**config.mk**
```make
export PLATFORM = sky130hd
export DESIGN_NAME = host_line_responder_flat
export DESIGN_NICKNAME = d
export VERILOG_FILES = /design/src/rtl/host_line_responder_if.sv /design/src/rtl/host_line_responder.sv /design/src/flat_wrapper.sv
export SDC_FILE = /design/constraint.sdc
export NUM_CORES = 2
export LEC_CHECK = 0
export ABC_AREA = 1
export ABC_CLOCK_PERIOD_IN_PS = 4200
export CAP_MARGIN = 20
export CELL_PAD_IN_SITES_DETAIL_PLACEMENT = 1
export CELL_PAD_IN_SITES_GLOBAL_PLACEMENT = 1
export CORE_AREA = 2 2 447 449
export DETAILED_ROUTE_END_ITERATION = 8
export DIE_AREA = 0 0 449 451
export PLACE_DENSITY = 0.64
export SLEW_MARGIN = 5
export SYNTH_ARGS = -nofsm -noshare
export SYNTH_HDL_FRONTEND = slang
export SYNTH_SLANG_ARGS = --single-unit
```
**constraint.sdc**
```tcl
create_clock -name clk -period 4.2 [get_ports clk]
set_clock_uncertainty 0.15 [all_clocks]
set_input_delay 0.84 -clock clk [delete_from_list [all_inputs] [get_ports clk]]
set_output_delay 0.84 -clock clk [all_outputs]
set_load 0.01 [all_outputs]
```
**src/rtl/host_line_responder_if.sv**
```systemverilog
// Word-wide request/acknowledge backing-memory port used by host_line_responder.
interface host_line_responder_if #(
    parameter int unsigned WORD_BITS = 32
) ();
    logic                 mem_req;
    logic                 mem_wr;
    logic [31:0]          mem_addr;
    logic [WORD_BITS-1:0] mem_wdata;
    logic                 mem_ack;
    logic [WORD_BITS-1:0] mem_rdata;

    modport master (
        output mem_req, mem_wr, mem_addr, mem_wdata,
        input  mem_ack, mem_rdata
    );

    modport slave (
        input  mem_req, mem_wr, mem_addr, mem_wdata,
        output mem_ack, mem_rdata
    );
endinterface

```
**src/rtl/host_line_responder.sv**
```systemverilog
// Host line responder: serialises one 512-bit line request into 16 word beats on a req/ack memory port.
// Optional per-beat acknowledge timeout with err_host: define HOST_RESP_TIMEOUT_EN.
module host_line_responder #(
    parameter int unsigned LINE_BITS      = 512,
    parameter int unsigned WORD_BITS      = 32,
    parameter int unsigned TIMEOUT_CYCLES = 255
) (
    input  logic                  clk,
    input  logic                  rst_n,
    input  logic [1:0]            op_host,
    input  logic [31:0]           AddrOut_host,
    input  logic [LINE_BITS-1:0]  DataOut_host,
    output logic [LINE_BITS-1:0]  DataIn_host,
    output logic                  rd_valid_host,
    output logic                  tx_done_host,
`ifdef HOST_RESP_TIMEOUT_EN
    output logic                  err_host,
`endif
    host_line_responder_if.master mem
);
    localparam int unsigned BEATS      = LINE_BITS / WORD_BITS;
    localparam int unsigned BEAT_W     = $clog2(BEATS);
    localparam int unsigned WORD_BYTES = WORD_BITS / 8;
    localparam logic [1:0]  OP_NONE    = 2'b00;
    localparam logic [1:0]  OP_RD      = 2'b01;
    localparam logic [1:0]  OP_WR      = 2'b10;

    typedef enum logic [1:0] {S_IDLE, S_BEAT, S_DONE} state_t;

    state_t                r_state;
    state_t                w_next;
    logic                  w_accept;
    logic                  w_last;
    logic                  r_armed;
    logic                  r_req;
    logic                  r_wr;
    logic [31:0]           r_addr;
    logic [BEAT_W-1:0]     r_beat;
    logic [LINE_BITS-1:0]  r_wline;
    logic [LINE_BITS-1:0]  r_rdata;
    logic                  r_rd_valid;
    logic                  r_tx_done;
    logic                  w_unused_addr;

    assign w_unused_addr = ^AddrOut_host[5:0];

`ifdef HOST_RESP_TIMEOUT_EN
    localparam int unsigned WAIT_W = $clog2(TIMEOUT_CYCLES + 1);
    logic [WAIT_W-1:0] r_wait;
    logic              r_err;
    logic              w_timeout;

    // Wait counter restarts on every ack and outside the beat state.
    always_ff @(posedge clk or negedge rst_n) begin
        if (!rst_n) begin
            r_wait <= '0;
            r_err  <= 1'b0;
        end else begin
            r_err <= w_timeout;
            if (r_state != S_BEAT || mem.mem_ack) begin
                r_wait <= '0;
            end else begin
                r_wait <= r_wait + WAIT_W'(1);
            end
        end
    end

    assign err_host = r_err;
`else
    logic w_unused_param;
    assign w_unused_param = 1'(TIMEOUT_CYCLES);
`endif

    always_ff @(posedge clk or negedge rst_n) begin
        if (!rst_n) begin
            r_state <= S_IDLE;
        end else begin
            r_state <= w_next;
        end
    end

    always_comb begin
        w_next   = r_state;
        w_accept = 1'b0;
        w_last   = 1'b0;
`ifdef HOST_RESP_TIMEOUT_EN
        w_timeout = 1'b0;
`endif
        case (r_state)
            S_IDLE: begin
                if (r_armed && (op_host == OP_RD || op_host == OP_WR)) begin
                    w_accept = 1'b1;
                    w_next   = S_BEAT;
                end
            end
            S_BEAT: begin
                if (mem.mem_ack) begin
                    if (r_beat == BEAT_W'(BEATS - 1)) begin
                        w_last = 1'b1;
                        w_next = S_DONE;
                    end
                end
`ifdef HOST_RESP_TIMEOUT_EN
                else if (r_wait == WAIT_W'(TIMEOUT_CYCLES - 1)) begin
                    w_timeout = 1'b1;
                    w_next    = S_DONE;
                end
`endif
            end
            S_DONE:  w_next = S_IDLE;
            default: w_next = S_IDLE;
        endcase
    end

    // Beat datapath; r_wline shifts so the current write word always sits in the low slot.
    always_ff @(posedge clk or negedge rst_n) begin
        if (!rst_n) begin
            r_armed    <= 1'b1;
            r_req      <= 1'b0;
            r_wr       <= 1'b0;
            r_addr     <= '0;
            r_beat     <= '0;
            r_wline    <= '0;
            r_rdata    <= '0;
            r_rd_valid <= 1'b0;
            r_tx_done  <= 1'b0;
        end else begin
            r_rd_valid <= 1'b0;
            r_tx_done  <= 1'b0;
            case (r_state)
                S_IDLE: begin
                    if (op_host == OP_NONE) begin
                        r_armed <= 1'b1;
                    end
                    if (w_accept) begin
                        r_req  <= 1'b1;
                        r_wr   <= (op_host == OP_WR);
                        r_addr <= {AddrOut_host[31:6], 6'b0};
                        r_beat <= '0;
                        if (op_host == OP_WR) begin
                            r_wline <= DataOut_host;
                        end
                    end
                end
                S_BEAT: begin
                    if (mem.mem_ack) begin
                        if (!r_wr) begin
                            r_rdata[32'(r_beat) * WORD_BITS +: WORD_BITS] <= mem.mem_rdata;
                        end
                        r_wline <= {WORD_BITS'(0), r_wline[LINE_BITS-1:WORD_BITS]};
                        if (w_last) begin
                            r_req      <= 1'b0;
                            r_tx_done  <= 1'b1;
                            r_rd_valid <= !r_wr;
                        end else begin
                            r_beat <= r_beat + BEAT_W'(1);
                            r_addr <= r_addr + 32'(WORD_BYTES);
                        end
                    end
`ifdef HOST_RESP_TIMEOUT_EN
                    else if (w_timeout) begin
                        r_req     <= 1'b0;
                        r_tx_done <= 1'b1;
                    end
`endif
                end
                S_DONE: begin
                    r_armed <= 1'b0;
                end
                default: begin
                    r_req <= 1'b0;
                end
            endcase
        end
    end

    assign DataIn_host   = r_rdata;
    assign rd_valid_host = r_rd_valid;
    assign tx_done_host  = r_tx_done;
    assign mem.mem_req   = r_req;
    assign mem.mem_wr    = r_wr;
    assign mem.mem_addr  = r_addr;
    assign mem.mem_wdata = r_wline[WORD_BITS-1:0];
endmodule

```
**src/flat_wrapper.sv**
```systemverilog
// flat-port wrapper written by rule: the top's interface ports become plain ports
module host_line_responder_flat 
#(
    parameter int unsigned LINE_BITS      = 512,
    parameter int unsigned WORD_BITS      = 32,
    parameter int unsigned TIMEOUT_CYCLES = 255
)
  (clk, rst_n, op_host, AddrOut_host, DataOut_host, DataIn_host, rd_valid_host, tx_done_host, mem_mem_req, mem_mem_wr, mem_mem_addr, mem_mem_wdata, mem_mem_ack, mem_mem_rdata);
  host_line_responder_if #(.WORD_BITS(WORD_BITS)) mem_i ();
  input  logic clk;
  input  logic rst_n;
  input  logic [1:0] op_host;
  input  logic [31:0] AddrOut_host;
  input  logic [LINE_BITS-1:0] DataOut_host;
  output logic [LINE_BITS-1:0] DataIn_host;
  output logic rd_valid_host;
  output logic tx_done_host;
  output wire logic [$bits(mem_i.mem_req)-1:0] mem_mem_req;
  output wire logic [$bits(mem_i.mem_wr)-1:0] mem_mem_wr;
  output wire logic [$bits(mem_i.mem_addr)-1:0] mem_mem_addr;
  output wire logic [$bits(mem_i.mem_wdata)-1:0] mem_mem_wdata;
  input wire logic [$bits(mem_i.mem_ack)-1:0] mem_mem_ack;
  input wire logic [$bits(mem_i.mem_rdata)-1:0] mem_mem_rdata;
  assign mem_mem_req = mem_i.mem_req;
  assign mem_mem_wr = mem_i.mem_wr;
  assign mem_mem_addr = mem_i.mem_addr;
  assign mem_mem_wdata = mem_i.mem_wdata;
  assign mem_i.mem_ack = mem_mem_ack;
  assign mem_i.mem_rdata = mem_mem_rdata;
  host_line_responder #(.LINE_BITS(LINE_BITS), .WORD_BITS(WORD_BITS), .TIMEOUT_CYCLES(TIMEOUT_CYCLES)) u_core (.clk(clk), .rst_n(rst_n), .op_host(op_host), .AddrOut_host(AddrOut_host), .DataOut_host(DataOut_host), .DataIn_host(DataIn_host), .rd_valid_host(rd_valid_host), .tx_done_host(tx_done_host), .mem(mem_i));
endmodule
```
==> out/metrics.yaml <==
fin_cells: 9643
min_path_type: "reg -> reg"
clk_pin_slew_ns: 0.06
post_cts_buffers: 0
grt_overflow_total: 0
rows: 164
synthCells: 5926
yosys.cell_types.count: 34
hold_viol: 0
postLayoutCoreUtil_pct: 34.0
portBuffers: 1152
tritoncts: "built"
syn_to_final_growth_pct: 37.9
wl_met3_mm: 14.2
end_kind: "register"
final_nets: 7427
hold_buffers: 1
ys_warn_count: 0
relSlewSlack_pct: 12.9
die-area_mm2: 0.202
r2r-start: "u_core.r_state[0]"
min_period_ns: 3.25
power.density_mw_per_mm2: 652
wl_met1_mm: 102
clockPowerShare_pct: 26.4
startpoint: "u_core.r_state[0]"
rrSetupSlack_ns: 0.95
post_drt_wl_per_cell_um: 25.9
dp_hpwl_mm: 184
maxSlewViolCount: 0
syn-cell-area_mm2: 0.0489
cap_violations: 0
final_common_cell: "nand2_1"
cts_sinks: 1065
tightest_slew_ns: 1.31
initial_core_util_pct: 24.7
critPathKind: "reg -> reg"
die_w_um: 449
seq_area_frac_synth_pct: 54.5
met2WireLength_mm: 117
crit_fanout: 67
arrival_ns: 3.74
grt_max_degree: 191
yosys.area.top_type_share_pct: 54.4
p_int_mw: 24.7
setup_viol: 0
routed_wl_mm: 250
cts_resized: 0
synthTopCellsByArea: "dfrtp_1, nand2_1, o21ai_0"
worstPathRequired_ns: 4.70
dieHeight_um: 451
antenna_found_initial: 93
grt_pass1_vias: 47300
leakagePower_nw: 29.0
placed_area_mm2: 0.0630
irDropWorstVdd_v: 0.00149
vias_per_cell: 4.85
grt_pass1_wl_mm: 354
r2r-end: "u_core.mem.mem_addr[10]"
pin_count: 1161
finalInstanceArea_mm2: 0.0675
cts_buffers: 133
cts_root_buffer: "clkbuf_16"
swShare_pct: 43.9
placedCellCount: 9360
cts_buffer_depth: 3
reg2reg_depth: 9
drive_gt1_share_pct: 5.07
ant_nets: 0
power_frac_seq_pct: 32.3
top_layer_used: "met5"
fin_hold_ws_ns: 0.325
fmax_mhz: 308
final_cell_mix: "nand2_1, clkdlybuf4s50_1, dfrtp_1"
status: "finished, final reports clean"
vias: 46800
total_switching_power_mw: 19.3
tns_ns: 0
ys_seq_elements: 1065
yosys.area.top_type: "dfrtp_1"
gp_congestion: 0.911
htreeDepth: 4
comb_power_share_pct: 41.3
finalCritPeriodShare_pct: 77.3
avgSynthCellArea_um2: 8.26
core_mm2: 0.198
drt_first_pass_iters: 5
first_iter_violations: 3696
start_kind: "register"
crit_path_end: "u_core.mem.mem_addr[10]"
clock_latency_ns: 0.80
rsz0062_at_grt: "false"
route.detailed.drc: 0
grt_util_all_layers_pct: 24.0
fillers: 23300
sequential cells by signal (all words and copies together) (netlist names):
name and flops:
u_core.DataIn_host 512, u_core.r_wline 512, u_core.mem.mem_addr 30, u_core.r_beat 4, u_core.r_state 2, u_core.mem.mem_req 1, u_core.mem.mem_wr 1, u_core.r_armed 1
u_core.rd_valid_host 1, u_core.tx_done_host 1
area by class of cell:
type	count	area (um2)	area share [%]
Clock inverter	33	444	0.658
Sequential cell	1065	26700	39.5
Clock buffer	202	3890	5.77
Tap cell	2656	3320	4.93
Inverter	583	2210	3.27
Timing Repair Buffer	1267	12800	19.0
Multi-Input combinational cell	3790	18000	26.7
Antenna cell	47	118	0.174
metrics by stage:
step	power, mW	setup slack, ns
after floorplan	25.3	1.36
after global placement	32.1	0.483
after detailed placement	32.5	0.445
after CTS	44.4	0.815
after global routing	46.8	0.650
final	44.0	0.953
synthesized netlist by cell type (all sizes together):
master	instances
ha	6
buf	148
conb	1
nand3b	6
nor2	194
o21ai	839
a31oi	33
a22o	1
xor2	6
nor3	197
o22ai	1
dfrtp	1064
a22oi	23
clkinv	1
inv	582
xnor2	3
clkbuf	341
nand2	1701
o211ai	417
dfstp	1
nand3	284
nand4	33
o21bai	2
a21oi	42
critical path, cell delays in order (launching register included):
cell     delay [ns]
dfrtp_1        0.48
nand2_4        0.15
buf_4          0.73
nor2_1         0.16
nand2_1        0.20
nand2_1        0.11
inv_1          0.09
nand2_2        0.46
a22oi_1        0.39
o21ai_0        0.14
power groups by stage:
| stage | clock network (mW) | registers, mW | logic (mW) |
|---|---|---|---|
| global placement | 0 | 14.3 | 17.8 |
| CTS | 11.9 | 14.2 | 18.3 |
| floorplan | 0 | 14.0 | 11.2 |
| detailed placement | 0 | 14.4 | 18.1 |
| global route | 12.3 | 14.5 | 20.1 |
| finish | 11.6 | 14.2 | 18.1 |
how the worst min path moves through the flow:
stage                                  startpoint                       to  slack [ns]  depth (start not counted)
after detailed placement  u_core.DataIn_host[511]  u_core.DataIn_host[511]        0.31                          2
final                     u_core.DataIn_host[511]  u_core.DataIn_host[511]        0.32                          2
after floorplan               u_core.r_wline[483]      u_core.r_wline[483]        0.34                          2
after global placement    u_core.DataIn_host[391]  u_core.DataIn_host[391]        0.31                          2
after global routing                        rst_n       u_core.r_wline[56]        0.35                          2
after CTS                                   rst_n       u_core.r_wline[56]        0.32                          2
cells by family (layout without fill, tap and decap cells):
family                   after synthesis  count (layout)  synth area share, %
AO/OA/AOI/OAI                       1358            1358                 16.3
XOR/XNOR                               9               9                0.161
adder cells (fa/ha/maj)                6               6                0.153
buffers and inverters               1072            2085                 8.85
flip-flops                          1065            1065                 54.5
other                                  1              49              0.00766
AND/OR/NAND/NOR                     2415            2415                 20.1
routing by layer:
metal	global-route usage (%)	up-vias
met5	0	-
met4	15.2	36
met3	4.94	481
met2	38.4	1514
met1	29.5	23500
li1	-	21300
Power figures use the tool's default switching activity.
